<file path="src/rtl/fir_coeff_loader.sv">
// Buffers NTAPS coefficient words, then shifts them into a FIR tap chain, last tap first.
// Latency: first shift cycle follows the final accept edge; NTAPS shift cycles, then a one-cycle done.
// Backpressure: o_coeff_ready is high only in FILL. FIR_COEFF_CHECKSUM_EN adds o_checksum.
module fir_coeff_loader #(
    parameter int NTAPS = 8,
    parameter int CW    = 8
) (
    input  logic          iclk,
    input  logic          irst_n,
    input  logic          i_start,
    input  logic          i_abort,
    input  logic          i_coeff_valid,
    input  logic [CW-1:0] i_coeff,
    output logic          o_coeff_ready,
    output logic [CW-1:0] o_h_out,
    output logic          o_coeff_load,
    output logic          o_busy,
`ifdef FIR_COEFF_CHECKSUM_EN
    output logic [CW+7:0] o_checksum,
`endif
    output logic          o_done
);

    localparam int CNTW = $clog2(NTAPS);
    localparam logic [CNTW-1:0] LAST = CNTW'(NTAPS - 1);

    typedef enum logic [1:0] {IDLE, FILL, SHIFT, DONE} state_t;

    state_t          state_q, state_d;
    logic [CNTW-1:0] count_q, count_d;
    logic [CW-1:0]   h_q, h_d;
    logic            load_q, load_d;
    logic            accept;
    logic [CNTW-1:0] rd_idx;
    logic [CW-1:0]   buf_q [NTAPS];

    // Next word to present: count_q is the index of the shift cycle now on the output.
    assign rd_idx = CNTW'(NTAPS - 2) - count_q;

    always_comb begin
        state_d = state_q;
        count_d = count_q;
        load_d  = 1'b0;
        h_d     = '0;
        accept  = 1'b0;
        case (state_q)
            IDLE: begin
                if (i_start) begin
                    state_d = FILL;
                    count_d = '0;
                end
            end
            FILL: begin
                if (i_coeff_valid) begin
                    accept = 1'b1;
                    if (count_q == LAST) begin
                        // The final word goes straight to the output as well as into the buffer.
                        state_d = SHIFT;
                        count_d = '0;
                        load_d  = 1'b1;
                        h_d     = i_coeff;
                    end else begin
                        count_d = count_q + CNTW'(1);
                    end
                end
            end
            SHIFT: begin
                if (count_q == LAST) begin
                    state_d = DONE;
                    count_d = '0;
                end else begin
                    count_d = count_q + CNTW'(1);
                    load_d  = 1'b1;
                    h_d     = buf_q[rd_idx];
                end
            end
            DONE:    state_d = IDLE;
            default: state_d = IDLE;
        endcase
        if (i_abort) begin
            state_d = IDLE;
            count_d = '0;
            load_d  = 1'b0;
            h_d     = '0;
            accept  = 1'b0;
        end
    end

    always_ff @(posedge iclk or negedge irst_n) begin
        if (!irst_n) begin
            state_q <= IDLE;
            count_q <= '0;
            h_q     <= '0;
            load_q  <= 1'b0;
        end else begin
            state_q <= state_d;
            count_q <= count_d;
            h_q     <= h_d;
            load_q  <= load_d;
        end
    end

    // Buffer storage is never cleared; the next FILL overwrites it.
    always_ff @(posedge iclk) begin
        if (accept) begin
            buf_q[count_q] <= i_coeff;
        end
    end

    assign o_coeff_ready = (state_q == FILL);
    assign o_busy        = (state_q != IDLE);
    assign o_done        = (state_q == DONE);
    assign o_coeff_load  = load_q;
    assign o_h_out       = h_q;

`ifdef FIR_COEFF_CHECKSUM_EN
    logic [CW+7:0] cks_q, cks_d;

    always_comb begin
        cks_d = cks_q;
        if (i_abort || (state_q == IDLE && i_start)) begin
            cks_d = '0;
        end else if (accept) begin
            cks_d = cks_q + {8'd0, i_coeff};
        end
    end

    always_ff @(posedge iclk or negedge irst_n) begin
        if (!irst_n) begin
            cks_q <= '0;
        end else begin
            cks_q <= cks_d;
        end
    end

    assign o_checksum = cks_q;
`endif

endmodule
</file>
<file path="config.mk">
export PLATFORM = sky130hd
export DESIGN_NAME = fir_coeff_loader
export DESIGN_NICKNAME = d
export VERILOG_FILES = /design/src/rtl/fir_coeff_loader.sv
export SDC_FILE = /design/constraint.sdc
export NUM_CORES = 1
export LEC_CHECK = 0
export BUFFER_PORTS_ARGS = -buffer_cell sky130_fd_sc_hd__buf_4
export CAP_MARGIN = 20
export CORE_ASPECT_RATIO = 0.5
export CORE_MARGIN = 5
export CORE_UTILIZATION = 45
export DETAILED_ROUTE_END_ITERATION = 12
export SYNTH_ARGS = -nofsm -noshare
export SYNTH_HDL_FRONTEND = slang
export SYNTH_SLANG_ARGS = --single-unit
export TNS_END_PERCENT = 30
</file>
<file path="constraint.sdc">
create_clock -name iclk -period 2.5 [get_ports iclk]
set_input_delay 0.375 -clock iclk [delete_from_list [all_inputs] [get_ports iclk]]
set_output_delay 0.375 -clock iclk [all_outputs]
set_load 0.02 [all_outputs]
</file>
==> impl_results.md, run 1 <==
- Status: complete, no violations
- Max Cap Viol: 0
- Fin nets: 245
- Worst Path Max Fanout: 8
- Total gr overflow: 0
- H-tree levels: 3
- Startpoint class of the critical path: flop
- Hold Vio Cnt, Final: 0
- Antenna cells: 0
- Post-layout min period: 2.079 ns
- Hold path depth: 2
- Pwr dens: 920.0 nW/um^2
- Crit-path cells: inv_1 > ha_1 > and3b_1 > nand2b_1 > nor3_1 > buf_4
- GPL Wtd Cong: 0.8574
- Worst R2R Path Depth: 6
- Synth Net Count: 202
- Finished Core Util: 57.38%
- Worst Setup End Kind: flop
- Post-CTS Setup Bufs: 0
- Largest net degree at the start of global routing: 17
- Initial DRC count: 113
- Post-cts resize count: 0
- Clock Skew: 0.004843 ns
- Final HPWL from detailed placement: 4.274 mm
- Synth unique cells: 34
- Clock Sinks: 78
- Clock buffers created by TritonCTS: 9
- RSZ-0062 raised after global routing: false
- Area share of the largest cell type after synthesis: 59.19%
- Global-route wire length before repair: 10.64 mm
- Achievable frequency: 481.0 MHz
- Final period util: 83.16%
- P&R area growth vs syn: 21.19%
- Setup CP Type: reg -> reg
- Slew headroom: 71.10%
- Area leader, netlist: edfxtp_1
- Latest clock arrival within the worst-skew pair: 0.34 ns
- Hold Path Class: in -> reg
- Fillers: 538
- Initial antenna violation count: 0
- IO buf count: 24
- Top Ports: 25
- CTS max path bufs: 2
- Crit path largest cell delay: 0.39 ns
- Starting Density: 47.35%
- Sequential fraction of the synthesis area: 69.98%
- Sum Neg Setup Slack: 0 ns
- Slew @ Worst Pin: 0.4335 ns
- ANT nets after route: 0
- Share of cells above drive strength 1: 31.88%
- Main synth FF type: edfxtp_1
- Syn_area_per_cell: 17.94 um^2
- VDD IR-drop max: 382.6 uV
- Total number of vias: 1,760
- Cell Area, Synth: 3247 um^2
- Warnings, synthesis: 0
- Max-slew violation count: 0
- Reg clk slew, reported paths: 0.06 ns
- Via density: 5.483
- FP Rows: 21
- Synth top cells by count: edfxtp_1, and3_1, mux4_2, dfrtp_1
- Die area: 9117 um^2
- Core area: 6858 um^2
- Synthesized instance count: 181
- Die Wd: 130.1 um
- #FFs+latches synth: 78
- Height of the die: 70.07 um
- Final setup vio count: 0
- Total wire length: 6.524 mm
- Critical Path AT: 2.12 ns
- Worst Path Required: 2.55 ns
- Residual DRC count: 0
- Vias in the first global route: 1,864
- Gr usage total: 16.10%
- DR pass1 iterations: 4
- WL/cell: 20.32 um
- Leak: 1.574 nW
- Top post-synthesis cells by area: edfxtp_1, dfrtp_1, mux4_2
- Slowest CP cell: dfrtp_1
- CTS tree: built
- Root Driver: clkbuf_16
- Most common cell in the synthesized netlist: edfxtp_1
- Number of synthesized flops with an enable pin: 64
- Ys async rst share: 17.95%
==> stage by stage <==
stage | instance area (um^2) | std cells | hold slack (ns) | setup slack (ns) | total power [mW]
floorplan | 3247 | 181 | 0.07941 | 0.3636 | 2.062
global placement | 3603 | 304 | 0.2497 | 0.4246 | 2.247
detailed placement | 3603 | 304 | 0.2524 | 0.4233 | 2.261
CTS | 3935 | 321 | 0.2351 | 0.4144 | 3.660
global route | 3935 | 321 | 0.2464 | 0.2999 | 3.797
finish | 3935 | 321 | 0.2493 | 0.4210 | 3.620
==> where the power goes <==
group / switching [mW] / total (mW) / leakage (nW) / internal [mW]
Sequential: 0.0385 / 1.49 / 0.769 / 1.45
Combinational: 0.378 / 0.738 / 0.645 / 0.361
Clock: 0.516 / 1.39 / 0.160 / 0.878
Total: 0.932 / 3.62 / 1.57 / 2.69
==> cells by family after synthesis <==
| kind of cell | Yosys count | synth area share (%) |
|---|---|---|
| DFF | 78 | 69.98 |
| and+or+nand+nor | 42 | 7.630 |
| AOI/OAI and AO/OA | 24 | 5.742 |
| muxes | 16 | 11.21 |
| buffers and inverters | 11 | 1.811 |
| adders and majority gates | 8 | 3.083 |
| xor gates and xnor gates | 2 | 0.5396 |
==> layout by cell type, fill, tap and decap left out <==
cell type / instances
inv_6: 2
a21bo_2: 1
dfrtp_1: 14
o21ba_2: 1
nand2_1: 2
and3b_1: 1
o2111ai_1: 2
a31o_2: 1
mux4_1: 1
o211ai_1: 1
nand3_1: 1
clkinv_2: 2
xnor2_1: 1
nor2_1: 6
nor2b_1: 2
o31ai_1: 3
and4bb_2: 1
buf_4: 38
a21oi_1: 5
a31oi_1: 1
nand4_1: 1
edfxtp_1: 64
and2_1: 1
and3_1: 17
a311oi_1: 1
clkbuf_16: 9
xor2_1: 1
mux4_2: 15
nor3_1: 3
a211o_1: 8
clkinv_4: 1
nand2b_1: 6
inv_1: 4
ha_1: 8
bufinv_16: 2
nor3b_1: 1
dlygate4sd3_1: 1
==> cell type report <==
class / instances / area (um^2) / share of cell area [%]
Sequential cell: 78 / 2272 / 57.74
Multi-Input combinational cell: 92 / 915.9 / 23.28
Timing Repair Buffer: 39 / 295.3 / 7.504
Clock buffer: 9 / 225.2 / 5.723
Tap cell: 92 / 115.1 / 2.925
Clock inverter: 7 / 96.34 / 2.448
Inverter: 4 / 15.01 / 0.3816
==> routing by layer <==
metal,vias up,global-route usage [%],routed length (um)
li1,814,-,-
met1,883,22.25,2856
met2,50,23.78,3034
met3,13,4.417,499
met4,0,7.258,134
met5,-,0,0
==> path summary, 6_finish.rpt <==
check	from	to	slack, ns
max	state_q[1]	buf_q[0][6]	0.42
min	i_abort	count_q[2]	0.25
max reg2reg	state_q[1]	buf_q[0][6]	0.42
min reg2reg	count_q[1]	count_q[1]	0.68
max in group asynchronous	irst_n	o_h_out[3]	1.87
min in group asynchronous	irst_n	state_q[1]	0.44
==> timing repair <==
item                                    in CTS  in global routing
hold buffers                                 1                  0
endpoints found under the hold margin       14                  0
endpoints found under the setup margin       0                  0
==> worst max-delay path: cells and delay by family (launching register included) <==
| family | cells | cell delay (ns) |
|---|---|---|
| DFF | 1 | 0.39 |
| buffers and inverters | 2 | 0.36 |
| adders and majority gates | 1 | 0.29 |
| and+or+nand+nor | 3 | 0.74 |
==> state kept, by name, indices dropped and copies added, names as in the netlist <==
register / cells
o_h_out: 8
o_coeff_load: 1
count_q: 3
buf_q: 64
state_q: 2
(Power assumes the default switching activity.)
==> run 2, diff against run 1 <==
PLACE_DENSITY = 0.65   (was not set)
clock period = 1.9 ns   (was 2.5 ns; I/O delays follow)
==> run 2 against run 1 <==
  * Core utilization grew 1.1 points
  * Combinational power grew 45%
  * Sequential share of layout area shrank 1.0 points
  * Flip-flop and latch count is the same
  * Non-clock buffer count grew 11
  * Fmax grew 13%
  * Wire length grew 2.7%
  * Design area grew 1.8%
  * Final cell count grew 3.1%
  * Hold slack lost 0.089 ns
  * Clock power grew 19%
  * Via count grew 5.7%
  * Critical endpoint is now o_h_out[3]
  * Largest cell class unchanged
==> impl_results.md, run 2 (synthesis gave the netlist of run 1 again) <==
- FP Rows: 21 (unchanged)
- P&R area growth vs syn: 23.43%
- Via density: 5.619 (+2.5%)
- Slew @ Worst Pin: 0.6089 ns (+0.1754 ns)
- DP Area: 3709 um^2 (+2.9%)
- Total gr overflow: 0 (unchanged)
- Reg clk slew, reported paths: 0.06 ns (about the same)
- Core area: 6858 um^2 (unchanged)
- Vias in the first global route: 1,903 (+2.1%)
- Gr usage total: 16.17% (+0.079 points)
- Clock buffers created by TritonCTS: 9 (unchanged)
- Clock Skew: 0.007322 ns (+0.002479 ns)
- DR pass1 iterations: 4 (unchanged)
- Most frequent cells in the layout: edfxtp_1, buf_4, and3_1
- Non-filler cells, final: 331 (+3.1%)
- Setup CP Type: reg -> reg
- H-tree levels: 3 (unchanged)
- Post-CTS Setup Bufs: 0 (unchanged)
- Top reg by flops: buf_q
- GPL Wtd Cong: 0.8098 (-5.6%)
- Global-route wire length before repair: 10.59 mm (-0.45%)
- Total wire length: 6.702 mm (+2.7%)
- Clock Sinks: 78 (unchanged)
- DP Cell Count: 315 (+3.6%)
- Final period util: 96.73% (+14 points)
- Max reg flops: 64 (unchanged)
- Height of the die: 70.07 um (unchanged)
- CTS tree: built
- Max Cap Viol: 0 (unchanged)
- Pwr dens: 1168 nW/um^2 (+27%)
- Hold Vio Cnt, Final: 0 (unchanged)
- Share of cells above drive strength 1: 35.15% (+3.3 points)
- Initial antenna violation count: 0 (unchanged)
- Achievable frequency: 544.1 MHz (+13%)
- Final HPWL from detailed placement: 4.707 mm (+10%)
- Initial DRC count: 153 (+35%)
- Crit path largest cell delay: 0.45 ns (+0.06 ns)
- Crit-path cells: ha_1 > buf_4 > mux4_2 > and3_1 > a211o_1
- ANT nets after route: 0 (unchanged)
- Antenna cells: 0 (unchanged)
- Root Driver: clkbuf_16
- Starting Density: 47.35% (unchanged)
- Die area: 9117 um^2 (unchanged)
- Commonest non-fill, non-tap cell in the layout: edfxtp_1
- Critical Path AT: 2.05 ns (-0.07 ns)
- Status: complete, no violations
- Max-slew violation count: 0 (unchanged)
- Post-route design area: 4008 um^2 (+1.8%)
- Slew headroom: 59.27% (-12 points)
- Hold Path Class: in -> reg
- Worst Path Required: 2.12 ns (-0.43 ns)
- Fin nets: 256 (+4.5%)
- RSZ-0062 raised after global routing: true
- Slowest CP cell: dfrtp_2
- Worst Setup End Kind: flop
- Final setup vio count: 0 (unchanged)
- WL/cell: 20.25 um (-0.38%)
- Largest net degree at the start of global routing: 17 (unchanged)
- Worst Path Max Fanout: 9 (+1)
- Post-layout min period: 1.838 ns (-0.2411 ns)
- Finished Core Util: 58.44% (+1.1 points)
- Latest clock arrival within the worst-skew pair: 0.34 ns (about the same)
- Smallest hold slack: 0.1605 ns (-0.08878 ns)
- Residual DRC count: 0 (unchanged)
- Overall Power: 4.681 mW (+29%)
- VDD IR-drop max: 577.1 uV (+51%)
- IO buf count: 24 (unchanged)
- Leak: 1.620 nW (+2.9%)
- Top Ports: 25 (unchanged)
- Startpoint class of the critical path: flop
- Die Wd: 130.1 um (unchanged)
- Total number of vias: 1,860 (+5.7%)
- CTS max path bufs: 2 (unchanged)
==> run 2: cell types whose count changed in the layout (fill, tap and decap cells not counted), sizes merged <==
cell	previous run	this run
buf	38	49
bufinv	2	1
clkinvlp	0	1
inv	6	5
==> run 2: per-stage QoR <==
stage	TNS, ns	setup slack (ns)
after detailed placement	0	0.04605
after global placement	0	0.08275
final	0	0.06211
after global routing	-0.04169	-0.02159
after floorplan	-0.8386	-0.02289
after CTS	0	0.03856
==> run 2: what timing repair did <==
item                                   CTS  global route
resized for setup                        0             1
endpoints found under the hold margin   14             0
setup endpoints to repair                0             8
hold buffers                             1             0
==> run 2: cell type report <==
class                      instances  area (um^2)
tap                               92        115.1
sequential                        78         2273
timing repair buffer              50        390.4
multi-input combinational         92        925.9
inverter                           4        15.01
clock buffer                       9        225.2
fill                             499         2850
clock inverter                     6        62.56
==> run 2: critical path: cells and delay by family (launching register included) <==
family | cells | cell delay (ns)
flops | 1 | 0.45
buf+inv | 1 | 0.19
mux | 1 | 0.30
fa+ha+maj | 1 | 0.32
compound gates | 1 | 0.26
simple gates | 1 | 0.19
==> run 2: power by group <==
group	switching [mW]	internal, mW
clock network	0.650	1.01
registers	0.0410	1.91
logic	0.535	0.539
==> run 2: path summary, 6_finish.rpt <==
| path | to | start | cells past startpoint | slack [ns] |
|---|---|---|---|---|
| setup / recovery | o_h_out[3] | count_q[0] | 5 | 0.06 |
| hold / removal | count_q[2] | i_abort | 2 | 0.16 |
| setup reg to reg | o_h_out[3] | count_q[0] | 5 | 0.06 |
| hold reg to reg | count_q[0] | count_q[0] | 2 | 0.65 |
| max in group asynchronous | count_q[0] | irst_n | 2 | 1.36 |
| min in group asynchronous | count_q[2] | irst_n | 2 | 0.34 |
==> run 2: metal layers <==
| layer | vias up | share of wire [%] | global-route usage (%) |
|---|---|---|---|
| met5 | - | 0 | 0 |
| met4 | 0 | 2.0 | 6.567 |
| met3 | 11 | 10 | 4.646 |
| met2 | 66 | 43 | 22.02 |
| met1 | 946 | 45 | 24.21 |
| li1 | 837 | - | - |
